**config.mk**
```make
export PLATFORM = sky130hd
export DESIGN_NAME = inc16_unit
export DESIGN_NICKNAME = d
export VERILOG_FILES = /design/src/rtl/inc16_unit.sv
export SDC_FILE = /design/constraint.sdc
export NUM_CORES = 1
export LEC_CHECK = 0
export CAP_MARGIN = 25
export CORE_MARGIN = 5
export CORE_UTILIZATION = 31
export CTS_CLUSTER_DIAMETER = 40
export DETAILED_ROUTE_END_ITERATION = 12
export GPL_TIMING_DRIVEN = 0
export PLACE_DENSITY = 0.56
export SETUP_SLACK_MARGIN = 0.4
export SKIP_CTS_REPAIR_TIMING = 1
export SLEW_MARGIN = 20
export SYNTH_ARGS = -nofsm -noshare
export SYNTH_HDL_FRONTEND = slang
export SYNTH_SLANG_ARGS = --single-unit
```
**constraint.sdc**
```tcl
create_clock -name clk -period 1.95 [get_ports clk]
set_input_delay 0.585 -clock clk [delete_from_list [all_inputs] [get_ports clk]]
set_output_delay 0.585 -clock clk [all_outputs]
set_load 0.005 [all_outputs]
```
**src/rtl/inc16_unit.sv**
```systemverilog
// Sense/adder half of the increment path: captures the address bus, waits a
// relay-settle interval, then presents addr+1 and a carry flag to the INC register.
module inc16_unit #(
  parameter int N      = 16,
  parameter int SETTLE = 4
) (
  input  logic         clk,
  input  logic         rst_n,
  input  logic [N-1:0] addr_in,
  input  logic         addr_valid,
  input  logic         ld_inc,
  output logic [N-1:0] inc_out,
  output logic         carry_out,
  output logic         inc_ready,
  output logic         busy,
  output logic         ld_err
);

  localparam logic [1:0] ST_IDLE   = 2'd0;
  localparam logic [1:0] ST_SETTLE = 2'd1;
  localparam logic [1:0] ST_READY  = 2'd2;
  localparam logic [1:0] ST_HOLD   = 2'd3;

  localparam logic [3:0] CNT_INIT = 4'(SETTLE - 1);

  logic [1:0]   state_q,   state_d;
  logic [N-1:0] operand_q, operand_d;
  logic [3:0]   cnt_q,     cnt_d;
  logic [N-1:0] inc_q,     inc_d;
  logic         carry_q,   carry_d;
  logic         ld_err_q,  ld_err_d;

  logic addr_changed;
  assign addr_changed = addr_valid && (addr_in != operand_q);

  always_comb begin
    // NOTE: every always_comb output gets a default first, so no path can infer a latch.
    state_d   = state_q;
    operand_d = operand_q;
    cnt_d     = cnt_q;
    inc_d     = inc_q;
    carry_d   = carry_q;
    ld_err_d  = ld_err_q | (ld_inc && (state_q != ST_READY));

    unique case (state_q)
      ST_IDLE: begin
        if (addr_valid) begin
          operand_d = addr_in;
          cnt_d     = CNT_INIT;
          state_d   = ST_SETTLE;
        end
      end
      ST_SETTLE: begin
        if (!addr_valid) begin
          state_d = ST_IDLE;
        end else if (addr_changed) begin
          operand_d = addr_in;
          cnt_d     = CNT_INIT;
        end else if (cnt_q != 4'd0) begin
          cnt_d = cnt_q - 4'd1;
        end else begin
          inc_d   = operand_q + N'(1);
          carry_d = &operand_q;
          state_d = ST_READY;
        end
      end
      ST_READY: begin
        // A load takes priority so the consumed result is never re-offered.
        if (ld_inc) begin
          state_d = ST_HOLD;
        end else if (!addr_valid) begin
          state_d = ST_IDLE;
        end else if (addr_changed) begin
          operand_d = addr_in;
          cnt_d     = CNT_INIT;
          state_d   = ST_SETTLE;
        end
      end
      ST_HOLD: begin
        if (!addr_valid) begin
          state_d = ST_IDLE;
        end else if (addr_changed) begin
          operand_d = addr_in;
          cnt_d     = CNT_INIT;
          state_d   = ST_SETTLE;
        end
      end
      default: state_d = ST_IDLE;
    endcase
  end

  // NOTE: state uses non-blocking assignments so every flop samples pre-edge values.
  always_ff @(posedge clk or negedge rst_n) begin
    if (!rst_n) begin
      state_q   <= ST_IDLE;
      operand_q <= '0;
      cnt_q     <= '0;
      inc_q     <= '0;
      carry_q   <= 1'b0;
      ld_err_q  <= 1'b0;
    end else begin
      state_q   <= state_d;
      operand_q <= operand_d;
      cnt_q     <= cnt_d;
      inc_q     <= inc_d;
      carry_q   <= carry_d;
      ld_err_q  <= ld_err_d;
    end
  end

  assign inc_out   = inc_q;
  assign carry_out = carry_q;
  assign inc_ready = (state_q == ST_READY);
  assign busy      = (state_q == ST_SETTLE);
  assign ld_err    = ld_err_q;

endmodule

```
Word level (Yosys, flattened, before mapping). Cells that the tools add are included.

Bitwise logic cells: 3. Add/subtract/negate cells: 2. Multiplexer cells: 21. Eq/ne operators: 11. Reduce and logical (&&, ||, !) cells: 10.

Operators with widths (count): two-way mux 16 bit (4); case mux 16 bit (3 select lines) (1); two-way mux 4 bit (7); adder 16 x 1 -> 16 bit (second input constant) (1); != test 16 bit (1); case mux 4 bit (4 select lines) (1); AND reduction 16 bit (1); two-way mux 2 bit (7); != test 2 bit (second input constant) (4); case mux 2 bit (4 select lines) (1); AND reduction 4 bit (2); != test 3 bit (second input constant) (2); == test 2 bit (second input constant) (2); nonzero test 4 bit (1); subtractor 4 x 1 -> 4 bit (second input constant) (1); != test 3 x 1 -> 1 bit (second input constant) (1); AND reduction 3 bit (1); == test 2 x 1 -> 1 bit (second input constant) (1); logical AND 1 bit (2); zero test 2 bit (1); NOT 1 bit (2); AND reduction 2 bit (1); OR reduction 2 bit (1); bitwise OR 1 bit (1).

Bits in registers: 40. Output and inout bits: 20. Input bits: 20.

Logic depth before layout (Yosys ltp). Gate-level depths: netlist (run 1).

Depth in word-level cells: 6. Mapped depth: 7.

Worst setup path after synthesis (run 1). Ideal clock, no wire load.

Path kind: input-to-reg. Start: in addr_in[10]. End: reg inc_q[10] (netlist: inc_out[10]). Buffers on the path: 1. Arrival: 1.991 ns. Library setup time: 0.125 ns. Slack: -0.166 ns. Data required time: 1.825 ns. Cell stages on the path: 6. Path through: xnor2_1 nand4_1 nor4_4 nand4_4 buf_6 mux2_4.

Longest elaborated chain between the ends: 4.

Ends and longest elaborated chain: start: declaration (line 9) `input logic [N-1:0] addr_in,`; != test 16 bit (line 34) `assign addr_changed = addr_valid && (addr_in != operand_q);`; logical AND 1 bit (line 34); NOT 1 bit (no line); AND reduction 4 bit (no line); end signal: assignment (line 105) `inc_q <= inc_d;`; end: declaration (line 29) `logic [N-1:0] inc_q, inc_d;`.

Every way passes these cells. A chain may end at the register's enable or synchronous reset.

Final worst setup path (run 1).
Start: in addr_in[12]. End: reg inc_q[10] (netlist: inc_out[10]).

Same word-level chain as after synthesis.

==> key figures, run 1 <==
Placement
  – I/O Buffers: 39
  – Placed cell count: 321
  – Placement Cell Area: 2720 sq um
  – DP HPWL: 3440 microns
  – Gpl congestion: 0.796
  – Dpl ws: -1.02 ns

Detailed routing
  – Vias per inst: 4.52
  – Vias: 1582
  – First-pass iteration count of the detailed router: 4
  – Wirelength, routed: 4900 microns
  – DRC violations left: 0
  – Routed len/inst: 14.0 microns
  – Routed Antenna Nets: 0
  – Initial DRC Count: 4

Timing
  – Final Critical Period: 2.06 ns
  – Final setup TNS: -2.28 ns
  – Max-slew violations: 0
  – Clk_skew: 0.00324 ns
  – Hold WS: 0.221 ns
  – Relative slew slack: 65.4%
  – Tightest Pin Transition: 0.515 ns
  – Period utilization: 105%
  – Final setup vio count: 32
  – RSZ-0062 raised after global routing: true
  – Final hold vios: 0
  – Fmax: 486 MHz
  – Setup ws final: -0.106 ns

Critical path
  – CP top delay family: simple AND/OR/NAND/NOR gates
  – Setup Crit Path Kind: in2reg
  – Crit path DAT: 2.24 ns
  – Max FO, Critical Path: 7
  – Bufs and invs on worst path: 3
  – Critical Path Start Type: input port
  – FF-to-FF path depth: 7
  – Worst reg2reg path endpoint: inc_out[10]
  – Reg2reg setup slack: -0.11 ns
  – WP data required: 2.13 ns
  – Critical Path End Type: register
  – Max incr delay on CP: 0.29 ns
  – CP max-delay cell: nor4_4
  – Worst reg2reg startpoint: operand_q[8]
  – Crit-path cells: dlymetal6s2s_1 -> xnor2_2 -> nand4_1 -> nor4_4 -> buf_4 -> nand4_4 -> buf_12 -> mux2_4

Clock network
  – Clk slew on worst S/H paths: 0.08 ns
  – CTS Root Cell: clkbuf_8
  – CTS tree: done
  – Sink Count: 40
  – Clock Path Buffers: 2
  – Number of buffers created by CTS: 5
  – Worst-Skew Late Latency: 0.29 ns
  – H-tree Lvls: 2

Min path
  – Worst min path class: in2async

Cells and area
  – Multi-input logic area: 1180 sq um
  – Layout cells sized above 1: 37.4%
  – Final std cells w/o fill: 350
  – Layout area overhead: 47.2%
  – Register Area: 1010 sq um
  – Final Util: 46.7%
  – Antenna cells: 0
  – Design Area, Final: 3170 sq um
  – Final nets: 276
  – FILL cells: 652

GRT
  – Wire length of the first global-routing pass: 7910 microns
  – Vias in the first global route: 1601
  – Total global-route track usage: 11.6%
  – Largest net degree at the start of global routing: 24
  – Grt total ovfl: 0
  – Initial antenna violation count: 0

Synthesis
  – Synthesized flop and latch total: 40
  – Yosys top cell by area: dfrtp_1
  – Avg Cell Area, Syn: 11.6 sq um
  – Syn_nets: 208
  – Async S/R FF share, synth: 100%
  – Top post-synthesis cells by area: dfrtp_1 46%, mux2_2 17%, xnor2_1 9.8%
  – Yosys cell types: 36
  – Register area share after synthesis: 46.5%
  – Synth top cells by count: 40 x dfrtp_1, 32 x mux2_2, 24 x xnor2_1
  – Dominant synthesized flop cell: dfrtp_1
  – Post-synth EDFFs: 0
  – Gate Count Post-Synth: 185
  – Cell Area, Synth: 2150 sq um
  – Top-area cell type share of the netlist area: 46.5%
  – Most common cell in the synthesized netlist: dfrtp_1
  – YS warnings: 0

Die
  – Std cell rows: 30
  – Total die area: 8720 sq um
  – Die Y-Extent: 93.4 microns
  – Boundary Pins: 40
  – DIE WIDTH: 93.4 microns
  – Starting Density: 31.7%
  – Core area: 6790 sq um

Power
  – Worst VDD drop: 231 uV
  – Pwr dens: 574 nW/um^2
  – Design Power: 1.82 mW
  – Leak: 1.82 nW

Status
  – Failing checks: setup timing
  – Status: finished, violations left

Flow run
  – Max_cap viols: 0
-- report_power, final --
group / internal [mW] / total (mW) / switching [mW]
Sequential: 0.866 / 0.909 / 0.0433
Combinational: 0.189 / 0.331 / 0.141
Clock: 0.283 / 0.581 / 0.298
-- worst max path at each step --
| stage | from | end | slack [ns] | cells past startpoint |
|---|---|---|---|---|
| after floorplan | addr_in[9] | inc_out[10] | -0.14 | 6 |
| after global placement | addr_in[9] | inc_out[10] | -0.99 | 7 |
| after detailed placement | addr_in[9] | inc_out[10] | -1.02 | 7 |
| after CTS | addr_in[9] | inc_out[10] | -0.71 | 7 |
| after global routing | operand_q[3] | inc_out[10] | -0.18 | 8 |
| final | addr_in[12] | inc_out[10] | -0.11 | 8 |
-- final cells by class --
| cell class | count | share of cell area [%] |
|---|---|---|
| Sequential cell | 40 | 31.8 |
| Clock buffer | 6 | 2.60 |
| Clock inverter | 2 | 0.316 |
| Multi-Input combinational cell | 130 | 37.4 |
| Timing Repair Buffer | 61 | 20.6 |
| Inverter | 5 | 0.592 |
| Buffer | 10 | 2.96 |
| Tap cell | 96 | 3.79 |
-- registers in the layout (all words and copies together), names as in the netlist --
name       count
carry_out      1
cnt_q          4
inc_out       16
ld_err         1
operand_q     16
state_q        2
-- logic make-up after synthesis --
kind of cell	count (synthesis)	synth area share, %
simple gates	44	12.1
xor+xnor	30	12.2
flops	40	46.5
mux	36	18.8
fa+ha+maj	3	1.74
compound gates	17	5.52
buf+inv	15	3.19
-- cells in the final DEF, fill, tap and decap left out, drive strengths merged, types with 3 or more instances in the layout --
cell          instances
buf                  30
o211ai                4
nand2                10
mux2                 33
clkbuf               12
mux2i                 3
dfrtp                40
nand4                 9
o21ai                 5
dlymetal6s2s         34
ha                    3
xnor2                24
nand3                 6
inv                   5
nor2                  7
xor2                  6
-- per-layer routing --
layer | vias to the layer above | GRT usage, % | routed length, microns
met5 | - | 0 | 0
met4 | 0 | 4.52 | 73
met3 | 8 | 2.74 | 149
met2 | 25 | 17.7 | 2290
met1 | 763 | 15.7 | 2390
li1 | 786 | - | -
Note: power is estimated with default switching activity, not from simulation.
==> run 2: changes to the inputs <==
--- a/config.mk
+++ b/config.mk
@@ -14,6 +14,7 @@
 export PLACE_DENSITY = 0.56
 export SETUP_SLACK_MARGIN = 0.4
 export SKIP_CTS_REPAIR_TIMING = 1
+export SKIP_LAST_GASP = 1
 export SLEW_MARGIN = 20
 export SYNTH_ARGS = -nofsm -noshare
 export SYNTH_HDL_FRONTEND = slang
==> run 2 against run 1 <==
  * The flow still finishes with violations (setup timing)
  * Non-clock buffer count unchanged
  * Core utilization up 0.055 points
  * First-iteration DRC count unchanged
  * Combinational power about the same
  * Global-route usage unchanged
  * Design area up 0.12%
  * Clock power about the same
  * Critical path type unchanged
  * Critical endpoint unchanged
  * Largest cell class unchanged
  * Largest power group unchanged
==> key figures, run 2 (synthesis results as in run 1) <==
Status
  – Status: finished, violations left
  – Failing checks: setup timing

Timing
  – Final setup TNS: -2.28 ns
  – Setup ws final: -0.106 ns
  – Final Critical Period: 2.06 ns
  – Final hold vios: 0
  – Fmax: 486 MHz
  – Max-slew violations: 0
  – Relative slew slack: 65.4%
  – Clk_skew: 0.00324 ns
  – Hold WS: 0.221 ns
  – Tightest Pin Transition: 0.515 ns
  – RSZ-0062 raised after global routing: true
  – Period utilization: 105%
  – Final setup vio count: 32

Die
  – Starting Density: 31.7%
  – Std cell rows: 30
  – Die Y-Extent: 93.4 microns
  – Core area: 6790 sq um
  – DIE WIDTH: 93.4 microns
  – Total die area: 8720 sq um
  – Boundary Pins: 40

Clock network
  – H-tree Lvls: 2
  – CTS Root Cell: clkbuf_8
  – CTS tree: done
  – Clock Path Buffers: 2
  – Worst-Skew Late Latency: 0.29 ns
  – Clk slew on worst S/H paths: 0.08 ns
  – Number of buffers created by CTS: 5
  – Sink Count: 40

Detailed routing
  – First-pass iteration count of the detailed router: 4
  – DRC violations left: 0
  – Vias: 1581
  – Routed Antenna Nets: 0
  – Initial DRC Count: 4
  – Wirelength, routed: 4890 microns
  – Routed len/inst: 14.0 microns
  – Vias per inst: 4.52

GRT
  – Initial antenna violation count: 0
  – Total global-route track usage: 11.6%
  – Largest net degree at the start of global routing: 24
  – Grt total ovfl: 0
  – Wire length of the first global-routing pass: 7910 microns
  – Vias in the first global route: 1601

Power
  – Seq pwr share: 49.9%
  – Clk pwr share: 31.9%
  – Switching share of total power: 26.5%
  – Comb pwr share: 18.2%
  – Pwr dens: 573 nW/um^2
  – Worst VDD drop: 231 uV
  – Leak: 1.82 nW
  – Switching power: 482 uW
  – Internal: 1.34 mW

Critical path
  – Critical Path Start Type: input port
  – Setup Crit Path Kind: in2reg
  – Crit path DAT: 2.24 ns
  – Max FO, Critical Path: 7
  – Critical Path End Type: register
  – WP data required: 2.13 ns

Cells and area
  – Most frequent cells in the layout: 35 x dfrtp_1, 35 x dlymetal6s2s_1, 32 x mux2_2, 20 x buf_4, 16 x xnor2_1
  – Antenna cells: 0
  – Final nets: 276
  – Layout area overhead: 47.4%
  – Final std cells w/o fill: 350
  – Final Util: 46.7%
  – FILL cells: 651
  – Layout cells sized above 1: 37.0%

Placement
  – I/O Buffers: 39
  – Placed cell count: 321
  – Gpl congestion: 0.796
  – DP HPWL: 3440 microns

Min path
  – Worst min path class: in2async

Flow run
  – Max_cap viols: 0
==> run 2: changes by cell type in the layout (fill, tap and decap cells not counted), sizes merged <==
cell / change
dlymetal6s2s: +1
clkbuf: -1
==> run 2: layer usage <==
metal | global-route usage [%] | vias up | routed length (microns)
met1 | 15.7 | 762 | 2380
met5 | 0 | - | 0
met3 | 2.74 | 8 | 149
met4 | 4.52 | 0 | 73
li1 | - | 786 | -
met2 | 17.7 | 25 | 2290
==> run 2: power by group through the flow <==
stage | Clock, mW | Sequential [mW] | Combinational, mW
6_report | 0.581 | 0.909 | 0.331
3_5_place_dp | 0 | 0.923 | 0.286
2_1_floorplan | 0 | 0.914 | 0.183
3_3_place_gp | 0 | 0.922 | 0.281
5_1_grt | 0.623 | 0.915 | 0.367
4_1_cts | 0.597 | 0.906 | 0.287
==> run 2: cell type report <==
cell class	count	area [sq um]	area share [%]
Timing Repair Buffer	61	658	20.7
Sequential cell	40	1010	31.7
Inverter	5	18.8	0.591
Tap cell	96	120	3.78
Multi-Input combinational cell	130	1180	37.3
Clock buffer	6	82.6	2.60
Buffer	10	93.8	2.96
Clock inverter	2	10.0	0.315
==> run 2: critical path, cell delays in order <==
cell and delay, ns:
dlymetal6s2s_1 0.16, xnor2_2 0.17, nand4_1 0.17, nor4_4 0.29, buf_4 0.18, nand4_4 0.17, buf_12 0.21, mux2_4 0.29
==> run 2: through the flow <==
stage	instance area (sq um)	power (mW)	setup WS (ns)
detailed placement	2720	1.21	-1.02
CTS	2810	1.79	-0.712
global placement	2700	1.20	-0.992
global route	3180	1.91	-0.180
finish	3180	1.82	-0.106
floorplan	2190	1.10	-0.144
==> run 2: worst paths after layout <==
path,from,slack (ns),endpoint,cells after the start
worst min register to register,ld_err,0.47,ld_err,1
worst max-delay path,addr_in[12],-0.11,inc_out[10],8
worst min-delay path,rst_n,0.22,inc_out[13],1
min in group clk,ld_err,0.47,ld_err,1
worst max register to register,operand_q[8],-0.11,inc_out[10],7
max in group asynchronous,rst_n,1.25,operand_q[8],2
==> run 3: changes to the inputs <==
--- a/config.mk
+++ b/config.mk
@@ -9,9 +9,11 @@
 export CORE_MARGIN = 5
 export CORE_UTILIZATION = 31
 export CTS_CLUSTER_DIAMETER = 40
+export CTS_CLUSTER_SIZE = 40
 export DETAILED_ROUTE_END_ITERATION = 12
 export GPL_TIMING_DRIVEN = 0
 export PLACE_DENSITY = 0.56
+export REMOVE_ABC_BUFFERS = 1
 export SETUP_SLACK_MARGIN = 0.4
 export SKIP_CTS_REPAIR_TIMING = 1
 export SKIP_LAST_GASP = 1
==> run 3 against run 2 <==
  * The run still ends with setup timing left
  * Sequential share of layout area is 0.43 points higher
  * Critical endpoint is now inc_out[14]
  * Design area is 0.99% lower
  * Core utilization is 0.46 points lower
  * Global-route usage is 1.1 points lower
  * Wire length is 2.7% lower
  * Worst setup slack better by 0.044 ns
  * Register-to-register slack better by 0.07 ns
  * Maximum frequency is 2.2% higher
  * Clock power is 0.7% lower
  * Flip-flop and latch count stayed put
  * First-iteration DRC count grew to 7.0 times the previous value
  * Via count is 1.0% lower
==> key figures, run 3 (synthesis results as in run 1) <==
Die
  – Die Y-Extent: 93.4 microns
  – Total die area: 8720 sq um
  – Boundary Pins: 40
  – Std cell rows: 30
  – DIE WIDTH: 93.4 microns
  – Starting Density: 31.7%
  – Core area: 6790 sq um

Placement
  – Dpl ws: -1.23 ns
  – DP HPWL: 3190 microns
  – I/O Buffers: 39
  – Gpl congestion: 0.760
  – Placement Cell Area: 2630 sq um

GRT
  – Largest net degree at the start of global routing: 24
  – Vias in the first global route: 1478
  – Initial antenna violation count: 0
  – Grt total ovfl: 0
  – Wire length of the first global-routing pass: 7170 microns
  – Total global-route track usage: 10.5%

Flow run
  – Max_cap viols: 0

Detailed routing
  – Vias per inst: 4.58
  – Routed len/inst: 13.9 microns
  – Routed Antenna Nets: 0
  – First-pass iteration count of the detailed router: 4
  – Wirelength, routed: 4760 microns
  – Vias: 1565
  – Initial DRC Count: 28
  – DRC violations left: 0

Cells and area
  – Layout cells sized above 1: 36.2%
  – Antenna cells: 0
  – Most frequent cells in the layout: 35 x dlymetal6s2s_1, 32 x mux2_2, 32 x dfrtp_1, 19 x xnor2_1, 18 x buf_4
  – Multi-input logic area: 1170 sq um
  – Layout area overhead: 45.9%
  – Register Area: 1010 sq um
  – FILL cells: 645
  – Design Area, Final: 3140 sq um
  – Most common cell after layout, fill and taps aside: dlymetal6s2s_1
  – Final nets: 268

Timing
  – Period utilization: 103%
  – Clk_skew: 0.00821 ns
  – Tightest Pin Transition: 0.480 ns
  – Final Critical Period: 2.01 ns
  – Relative slew slack: 67.7%
  – Setup ws final: -0.0629 ns
  – Final hold vios: 0
  – Final setup vio count: 32
  – Max-slew violations: 0
  – Fmax: 497 MHz
  – RSZ-0062 raised after global routing: true

Critical path
  – Crit path DAT: 2.19 ns
  – Setup Crit Path Kind: in2reg
  – Reg2reg setup slack: -0.04 ns
  – WP data required: 2.13 ns
  – Critical Path Start Type: input port
  – Critical Path End Type: register
  – Max FO, Critical Path: 8
  – Critical path launch point: addr_in[9]
  – Worst reg2reg path endpoint: inc_out[14]
  – FF-to-FF path depth: 7
  – Crit path to: inc_out[14]
  – Worst reg2reg startpoint: operand_q[14]

Min path
  – Worst min path class: in2async

Power
  – Worst VDD drop: 353 uV
  – Leak: 1.78 nW
  – Pwr dens: 571 nW/um^2

Clock network
  – Clock Path Buffers: 2
  – CTS tree: done
  – Number of buffers created by CTS: 5
  – H-tree Lvls: 2
  – Worst-Skew Late Latency: 0.29 ns
  – CTS Root Cell: clkbuf_8
  – Clk slew on worst S/H paths: 0.08 ns
  – Sink Count: 40

Status
  – Status: finished, violations left
  – Failing checks: setup timing
## run 3: changes by cell type in the layout (fill, tap and decap cells not counted), sizes merged
cell,delta
buf,-6
clkbuf,-2
clkdlybuf4s50,+1
clkinv,-2
clkinvlp,+1
## run 3: worst min path at each step
| stage | startpoint | to | slack [ns] | cells after the start |
|---|---|---|---|---|
| floorplan | rst_n | carry_out | 0.29 | 0 |
| global placement | ld_err | ld_err | 0.47 | 1 |
| detailed placement | ld_err | ld_err | 0.47 | 1 |
| CTS | rst_n | inc_out[9] | 0.23 | 1 |
| global route | rst_n | inc_out[9] | 0.25 | 1 |
| finish | rst_n | inc_out[9] | 0.22 | 1 |
## run 3: where the power goes
| part | internal [mW] | leakage (nW) | switching (mW) |
|---|---|---|---|
| Combinational | 0.171 | 1.24 | 0.123 |
| Sequential | 0.868 | 0.491 | 0.0545 |
| Clock | 0.288 | 0.0445 | 0.290 |
## run 3: per-layer routing
layer	up-vias	part of all wire, %	global-route usage [%]
met5	-	0	0
met4	0	1.7	3.66
met3	5	3.0	2.57
met2	26	48	16.6
met1	761	47	13.8
li1	773	-	-
## run 3: layout make-up
class                   instances  share of cell area [%]
flip-flops and latches         40                    32.2
multi-input cells             130                    37.2
clock inverters                 1                   0.239
repair buffers                 63                    23.2
clock buffers                   7                    2.75
well taps                      96                    3.82
inverters                       5                   0.597
## run 3: worst max-delay path: stages
cell            delay (ns)
dlymetal6s2s_1        0.15
xnor2_2               0.15
nand4_1               0.18
nor4_4                0.31
buf_6                 0.16
nand4_4               0.16
clkbuf_16             0.22
mux2_2                0.27
## run 3: metrics by stage
| stage | std cells | power (mW) | hold slack, ns | util, % | TNS [ns] |
|---|---|---|---|---|---|
| floorplan | 175 | 1.08 | 0.289 | - | -11.29 |
| global placement | 310 | 1.18 | 0.471 | 38.5 | -76.95 |
| detailed placement | 311 | 1.18 | 0.475 | 38.7 | -43.34 |
| CTS | 319 | 1.77 | 0.232 | 40.1 | -31.95 |
| global route | 342 | 1.89 | 0.246 | 46.3 | -2.91 |
| finish | 342 | 1.79 | 0.224 | 46.3 | -1.05 |
